## config.mk

```make
export PLATFORM = sky130hd
export DESIGN_NAME = seg_scan_driver
export DESIGN_NICKNAME = d
export VERILOG_FILES = /design/src/rtl/seg_pkg.sv /design/src/rtl/seg_decoder.sv /design/src/rtl/seg_scan_driver.sv
export SDC_FILE = /design/constraint.sdc
export NUM_CORES = 1
export LEC_CHECK = 0
export ABC_AREA = 0
export CORE_MARGIN = 5
export CORE_UTILIZATION = 50
export CTS_BUF_LIST = sky130_fd_sc_hd__clkbuf_2 sky130_fd_sc_hd__clkbuf_4 sky130_fd_sc_hd__clkbuf_8
export DETAILED_ROUTE_END_ITERATION = 16
export PLACE_DENSITY = 0.84
export SYNTH_ARGS = -nofsm -noshare
export SYNTH_HDL_FRONTEND = slang
export SYNTH_HIERARCHICAL = 1
export SYNTH_SLANG_ARGS = --single-unit
```

## constraint.sdc

```tcl
create_clock -name clk -period 4.61 [get_ports clk]
set_input_delay 0.922 -clock clk [delete_from_list [all_inputs] [get_ports clk]]
set_output_delay 0.922 -clock clk [all_outputs]
set_load 0.02 [all_outputs]
```

## src/rtl/seg_pkg.sv

```systemverilog
// ----------------------------------------------------------------------------
// seg_pkg
// Shared constants for the 7-segment scan driver.
//   - Segment patterns, bit order {a,b,c,d,e,f,g,dp}, active-high.
//   - Nibble codes with special meaning (blank, dash).
//   - Slot enumeration for the 4-slot scan (two tubes lit per slot).
// ----------------------------------------------------------------------------
package seg_pkg;

    localparam int NUM_SLOTS = 4;

    localparam logic [3:0] CODE_BLANK = 4'hE;
    localparam logic [3:0] CODE_DASH  = 4'hF;

    localparam logic [7:0] SEG_0     = 8'hFC;  // a b c d e f
    localparam logic [7:0] SEG_1     = 8'h60;  // b c
    localparam logic [7:0] SEG_2     = 8'hDA;  // a b d e g
    localparam logic [7:0] SEG_3     = 8'hF2;  // a b c d g
    localparam logic [7:0] SEG_4     = 8'h66;  // b c f g
    localparam logic [7:0] SEG_5     = 8'hB6;  // a c d f g
    localparam logic [7:0] SEG_6     = 8'hBE;  // a c d e f g
    localparam logic [7:0] SEG_7     = 8'hE0;  // a b c
    localparam logic [7:0] SEG_8     = 8'hFE;  // a b c d e f g
    localparam logic [7:0] SEG_9     = 8'hF6;  // a b c d f g
    localparam logic [7:0] SEG_A     = 8'hEE;  // a b c e f g
    localparam logic [7:0] SEG_B     = 8'h3E;  // c d e f g   (lower-case b)
    localparam logic [7:0] SEG_C     = 8'h9C;  // a d e f
    localparam logic [7:0] SEG_D     = 8'h7A;  // b c d e g   (lower-case d)
    localparam logic [7:0] SEG_DASH  = 8'h02;  // g only
    localparam logic [7:0] SEG_BLANK = 8'h00;

    // Power-on frame: every tube shows the blank code.
    localparam logic [31:0] FRAME_BLANK = {8{CODE_BLANK}};

    typedef enum logic [1:0] {
        SLOT0 = 2'd0,
        SLOT1 = 2'd1,
        SLOT2 = 2'd2,
        SLOT3 = 2'd3
    } slot_e;

    localparam slot_e SLOT_LAST = slot_e'(NUM_SLOTS - 1);

    function automatic slot_e next_slot(input slot_e s);
        case (s)
            SLOT0:   return SLOT1;
            SLOT1:   return SLOT2;
            SLOT2:   return SLOT3;
            default: return SLOT0;
        endcase
    endfunction

endpackage

```

## src/rtl/seg_decoder.sv

```systemverilog
// ----------------------------------------------------------------------------
// seg_decoder
// Combinational nibble -> 7-segment pattern.
//   i_code  in  4  nibble code (0-9, A-D, E=blank, F=dash)
//   o_seg   out 8  segments {a,b,c,d,e,f,g,dp}, active-high, dp always 0
// ----------------------------------------------------------------------------
module seg_decoder
    import seg_pkg::*;
(
    input  logic [3:0] i_code,
    output logic [7:0] o_seg
);

    always_comb begin
        o_seg = SEG_BLANK;
        case (i_code)
            4'h0:       o_seg = SEG_0;
            4'h1:       o_seg = SEG_1;
            4'h2:       o_seg = SEG_2;
            4'h3:       o_seg = SEG_3;
            4'h4:       o_seg = SEG_4;
            4'h5:       o_seg = SEG_5;
            4'h6:       o_seg = SEG_6;
            4'h7:       o_seg = SEG_7;
            4'h8:       o_seg = SEG_8;
            4'h9:       o_seg = SEG_9;
            4'hA:       o_seg = SEG_A;
            4'hB:       o_seg = SEG_B;
            4'hC:       o_seg = SEG_C;
            4'hD:       o_seg = SEG_D;
            CODE_BLANK: o_seg = SEG_BLANK;
            CODE_DASH:  o_seg = SEG_DASH;
        endcase
    end

endmodule

```

## src/rtl/seg_scan_driver.sv

```systemverilog
// ----------------------------------------------------------------------------
// seg_scan_driver
// Latches a packed 8-nibble frame and time-multiplexes it onto 8 tubes as
// 4 slots over two segment buses (digit1 -> tubes 7..4, digit2 -> tubes 3..0).
//
// Ports
//   clk         in   1   system clock
//   rst         in   1   asynchronous, active-low reset
//   data_in     in   32  nibble t = data_in[4t+3:4t] for tube t
//   blink_mask  in   8   per-tube blink enable (used only with SEG_BLINK_EN)
//   frame_tick  out  1   one-cycle pulse when a new frame has been latched
//   digit1      out  8   segments for tubes 7..4
//   digit2      out  8   segments for tubes 3..0
//   tube_sel    out  8   tube enables, active-high
//
// Build option
//   SEG_BLINK_EN  when defined, a free-running phase blanks the segment bus of
//                 any lit tube whose blink_mask bit is set during phase 1.
// ----------------------------------------------------------------------------
module seg_scan_driver
    import seg_pkg::*;
#(
    parameter int CLK_HZ   = 100_000_000,
    parameter int SCAN_HZ  = 1_000,
    parameter int DEAD_CYC = 2,
    parameter int BLINK_HZ = 2
)(
    input  logic        clk,
    input  logic        rst,
    input  logic [31:0] data_in,
    input  logic [7:0]  blink_mask,
    output logic        frame_tick,
    output logic [7:0]  digit1,
    output logic [7:0]  digit2,
    output logic [7:0]  tube_sel
);

    localparam int DIV        = CLK_HZ / SCAN_HZ;
    localparam int CNT_W      = $clog2(DIV);
    localparam int BLINK_HALF = CLK_HZ / (2 * BLINK_HZ);

    localparam logic [CNT_W-1:0] CNT_LAST = CNT_W'(DIV - 1);
    localparam logic [CNT_W-1:0] DEAD_LIM = CNT_W'(DEAD_CYC);

    logic [CNT_W-1:0] r_cnt;
    slot_e            r_slot;
    logic [31:0]      r_buf;
    logic             r_frame_tick;
    logic [7:0]       r_digit1;
    logic [7:0]       r_digit2;
    logic [7:0]       r_tube_sel;

    logic             w_cnt_wrap;
    logic             w_frame_wrap;
    logic [1:0]       w_idx;
    logic [3:0]       w_code_hi;
    logic [3:0]       w_code_lo;
    logic [7:0]       w_seg_hi;
    logic [7:0]       w_seg_lo;
    logic [7:0]       w_hi_out;
    logic [7:0]       w_lo_out;
    logic [7:0]       w_sel;

    assign w_cnt_wrap   = (r_cnt == CNT_LAST);
    assign w_frame_wrap = w_cnt_wrap && (r_slot == SLOT_LAST);
    assign w_idx        = r_slot;

    // Slot k shows tube k+4 on digit1 and tube k on digit2.
    assign w_code_hi = r_buf[{1'b1, w_idx, 2'b00} +: 4];
    assign w_code_lo = r_buf[{1'b0, w_idx, 2'b00} +: 4];

    // Anti-ghosting: tubes stay dark for the first DEAD_CYC counts of a slot
    // while the segment buses settle on the new digits.
    assign w_sel = (r_cnt < DEAD_LIM) ? 8'h00 : (8'h11 << w_idx);

    seg_decoder u_dec_hi (
        .i_code (w_code_hi),
        .o_seg  (w_seg_hi)
    );

    seg_decoder u_dec_lo (
        .i_code (w_code_lo),
        .o_seg  (w_seg_lo)
    );

`ifdef SEG_BLINK_EN
    localparam int BLK_W = (BLINK_HALF > 1) ? $clog2(BLINK_HALF) : 1;
    localparam logic [BLK_W-1:0] BLK_LAST = BLK_W'(BLINK_HALF - 1);

    logic [BLK_W-1:0] r_blk_cnt;
    logic             r_phase;

    // Free-running, independent of the scan counter.
    always_ff @(posedge clk or negedge rst) begin
        if (!rst) begin
            r_blk_cnt <= '0;
            r_phase   <= 1'b0;
        end else if (r_blk_cnt == BLK_LAST) begin
            r_blk_cnt <= '0;
            r_phase   <= ~r_phase;
        end else begin
            r_blk_cnt <= r_blk_cnt + 1'b1;
        end
    end

    assign w_hi_out = (r_phase && blink_mask[{1'b1, w_idx}]) ? SEG_BLANK : w_seg_hi;
    assign w_lo_out = (r_phase && blink_mask[{1'b0, w_idx}]) ? SEG_BLANK : w_seg_lo;
`else
    logic w_unused_blink;
    assign w_unused_blink = ^{blink_mask, BLINK_HALF[0]};

    assign w_hi_out = w_seg_hi;
    assign w_lo_out = w_seg_lo;
`endif

    // Scan counter, slot FSM, frame buffer and registered outputs.
    // Outputs are computed from the current cnt/slot, so they lag by a cycle.
    always_ff @(posedge clk or negedge rst) begin
        if (!rst) begin
            r_cnt        <= '0;
            r_slot       <= SLOT0;
            r_buf        <= FRAME_BLANK;
            r_frame_tick <= 1'b0;
            r_digit1     <= SEG_BLANK;
            r_digit2     <= SEG_BLANK;
            r_tube_sel   <= 8'h00;
        end else begin
            r_cnt <= w_cnt_wrap ? '0 : r_cnt + 1'b1;
            if (w_cnt_wrap) begin
                r_slot <= next_slot(r_slot);
            end
            // data_in is only looked at on the frame boundary, so a frame
            // never mixes old and new nibbles.
            if (w_frame_wrap) begin
                r_buf <= data_in;
            end
            r_frame_tick <= w_frame_wrap;
            r_digit1     <= w_hi_out;
            r_digit2     <= w_lo_out;
            r_tube_sel   <= w_sel;
        end
    end

    assign frame_tick = r_frame_tick;
    assign digit1     = r_digit1;
    assign digit2     = r_digit2;
    assign tube_sel   = r_tube_sel;

endmodule
```

==> impl_summary.txt <==
----------------------------------------------------
[Outcome]
  Run status ... complete, no violations

[Synth]
  Yosys warning count ... 6
  Dominant synthesized flop cell ... dfrtp_1
  Synth cell count leaders ... 48 x dfrtp_1, 29 x mux2_4, 24 x dfstp_2, 19 x ha_1, 17 x nor2_1
  Proportion of register bits with asynchronous set or reset after synthesis ... 100%
  Leading cell type by number of instances after synthesis ... dfrtp_1
  Area of the mapped netlist ... 0.00370 mm2
  #FFs+latches synth ... 72
  Area share of the leading cell type in the synthesized netlist ... 32.5%
  Post-synth EDFFs ... 0
  Sequential cell area fraction in the yosys report ... 49.5%
  Post-synthesis cell type count ... 49
  Nets in the synthesized netlist ... 339
  Library cell with the largest summed area after synthesis ... dfrtp_1
  Avg Cell Area, Syn ... 13.3 um2
  Top cells by area in the synthesized netlist ... dfrtp_1 32%, dfstp_2 17%, mux2_4 12%
  Number of instances in the synthesized netlist ... 278

[Place]
  Count of port buffers added during placement ... 58
  Total placed instance area ... 0.00424 mm2
  Last weighted congestion value of the routability-driven placer ... 0.822
  Placed cell count ... 420
  HPWL Detailed ... 4780 um

[GRT]
  Maximum number of pins on one net before global-route repair ... 49
  Initial antenna violation count ... 0
  First-pass GRT wire length ... 11400 um
  Overall overflow remaining after global route ... 0
  Number of global-route vias before repair ... 2356
  Overall Global Routing Usage ... 16.1%

[Timing]
  Hold Fails Final Rpt ... 0
  Final TNS setup ... 0 ns
  Setup repair after global routing missed its margin ... false
  Worst setup skew after layout ... 0.00787 ns
  Minimum period implied by the final worst setup slack ... 2.56 ns
  Worst slew pin tran ... 1.04 ns
  Final Slew Violations ... 0
  Ratio of final minimum period to clock period ... 55.6%
  Slew margin rel. ... 30.4%
  Worst Hold Slack ... 0.495 ns
  # setup viols final ... 0
  Achievable Freq ... 390 MHz

[Clock tree]
  Number of hold buffers added after cts ... 0
  TritonCTS buffer count ... 9
  CTS tree ... built
  Total setup buffers inserted after CTS ... 0
  Root buffer cell ... clkbuf_8
  Htree depth ... 3
  Cts repair resizes ... 0
  Clock Pin Slew Worst Setup and Hold Paths ... 0.07 ns
  Clock sink count ... 72
  Largest buffer count on any clock path ... 2
  Clk_lat worst skew ... 0.34 ns

[Critical path]
  CP max stage cell ... dfrtp_1
  Number of cells traversed by the worst register-to-register path ... 6
  Most repeated library cell on the critical path ... inv_1
  Critical Path Sink ... digit1[7]$_DFF_PN0_
  Worst reg2reg path endpoint ... digit1[7]$_DFF_PN0_
  Worst r2r src ... r_slot[0]$_DFFE_PN0N_
  R2R Setup Slk ... 2.05 ns
  Type of destination of the critical path ... register
  Depth of the critical timing path with buffers and inverters included ... 6
  Buf+Inv Stages, Crit Path ... 3
  Required arrival time at the worst endpoint ... 4.89 ns
  Worst setup SP type ... register
  Largest fanout on the critical path ... 11
  Kind of cell adding the most delay to the critical path ... multiplexers
  Launching element of the worst setup path ... r_slot[0]$_DFFE_PN0N_
  Max stage delay on crit path ... 0.79 ns
  Critical setup path kind ... register to register
  Worst-path cell chain ... mux4_2 > inv_1 > ha_1 > inv_1 > mux4_2 > inv_1
  Data arrival at the endpoint of the critical path ... 2.84 ns

[Power]
  Part of the total power dissipated in the clock network ... 45.0%
  Power density over the cells ... 276 mW/mm2
  Flop pwr share ... 51.4%
  Comb power frac ... 3.6%
  Fraction of power spent switching nets ... 20.1%
  IR drop worst, VDD ... 0.195 mV
  Leakage component of the power ... 0.00183 uW
  Switching Power ... 248 uW
  Cell-internal power ... 984 uW

[Layout]
  Synthesis-to-finish area growth ... 20.7%
  Cell Count, Final, Fillers Out ... 436
  Fill count ... 570
  Final-stage net count ... 393
  Design Area, Final ... 0.00447 mm2
  Final antenna diode count ... 0
  Fraction of layout cells with a size suffix above 1 ... 27.0%

[Die]
  Number of top-level design ports ... 67
  Total core area ... 0.00721 mm2
  Die ar. ... 0.00922 mm2
  Starting Density ... 51.3%
  Core Rows ... 31
  Width of the die ... 96.0 um
  Height of the chip ... 96.0 um

[Routing]
  Vias ... 2256
  Via density per instance ... 5.17
  Number of nets still failing antenna checks after routing ... 0
  Drt pass-1 iters ... 5
  Aggregate routed wire length ... 6720 um
  Number of design rule violations left after detail routing ... 0
  Post-detailed-route wirelength per cell ... 15.4 um
  DRT iter0 DRCs ... 95

[Worst hold path]
  Worst min path class ... register to register

[Job]
  Max-cap violations ... 0

----------------------------------------------------
==> registers in the layout (all words and copies together), names as in the netlist <==
name / flops
tube_sel: 4
r_cnt: 17
r_buf: 32
digit2: 8
r_slot: 2
digit1: 8
frame_tick: 1
==> area by class of cell <==
cell class | instances | area [um2] | area share (%)
clock buffer | 11 | 145 | 3.25
clock inverter | 5 | 80.1 | 1.79
inverter | 12 | 45.0 | 1.01
multi-input combinational | 178 | 1660 | 37.1
sequential | 72 | 1830 | 41.0
tap | 99 | 124 | 2.77
timing repair buffer | 59 | 583 | 13.0
==> per-layer routing <==
| layer | track usage, % | part of all wire, % |
|---|---|---|
| met5 | 0 | 0 |
| met1 | 20.0 | 42 |
| met3 | 4.46 | 5.5 |
| met2 | 26.7 | 51 |
| met4 | 5.92 | 1.4 |
==> power by group through the flow <==
stage / clock [uW] / combinational (uW) / sequential, uW
3_5_place_dp: 0 / 45.6 / 645
6_report: 555 / 44.3 / 634
3_3_place_gp: 0 / 45.4 / 645
5_1_grt: 595 / 48.9 / 633
4_1_cts: 566 / 45.8 / 633
2_1_floorplan: 0 / 1.97 / 646
==> cell families after synthesis <==
| kind of cell | share of synthesized area (%) |
|---|---|
| fa+ha+maj | 6.42 |
| simple gates | 11.7 |
| flops | 49.5 |
| compound gates | 4.12 |
| mux | 19.6 |
| buf+inv | 5.68 |
| xor+xnor | 2.84 |
| other cells | 0.203 |
==> through the flow <==
step	setup slack (ns)	utilization (%)	total power (uW)
floorplan	2.21	-	648
global placement	2.08	58.8	690
detailed placement	2.03	58.8	691
CTS	2.01	61.9	1250
global route	1.88	61.9	1280
finish	2.05	61.9	1230
==> layout by cell type, fill, tap and decap left out, types with 10 or more instances in the layout <==
cell type        count
clkbuf_8            10
clkdlybuf4s50_1     57
dfrtp_1             48
dfstp_2             24
ha_1                19
inv_1               11
mux2_4              29
mux4_2              10
nand2_1             13
nor2_1              17
==> worst min-delay path by stage <==
stage / startpoint / endpoint / slack, ns / cells after the start
final: r_cnt[0]$_DFF_PN0_ / r_cnt[0]$_DFF_PN0_ / 0.49 / 1
after detailed placement: r_cnt[14]$_DFF_PN0_ / r_cnt[14]$_DFF_PN0_ / 0.48 / 1
after global routing: r_cnt[0]$_DFF_PN0_ / r_cnt[0]$_DFF_PN0_ / 0.51 / 1
after CTS: r_cnt[0]$_DFF_PN0_ / r_cnt[0]$_DFF_PN0_ / 0.50 / 1
after floorplan: r_cnt[0]$_DFF_PN0_ / r_cnt[0]$_DFF_PN0_ / 0.45 / 1
after global placement: r_cnt[0]$_DFF_PN0_ / r_cnt[0]$_DFF_PN0_ / 0.48 / 1
==> worst register-to-register path, cell delays in order (launching register included) <==
cell,delay (ns)
dfrtp_1,0.79
mux4_2,0.68
inv_1,0.21
ha_1,0.24
inv_1,0.05
mux4_2,0.47
inv_1,0.06
Power figures use the tool's default switching activity.
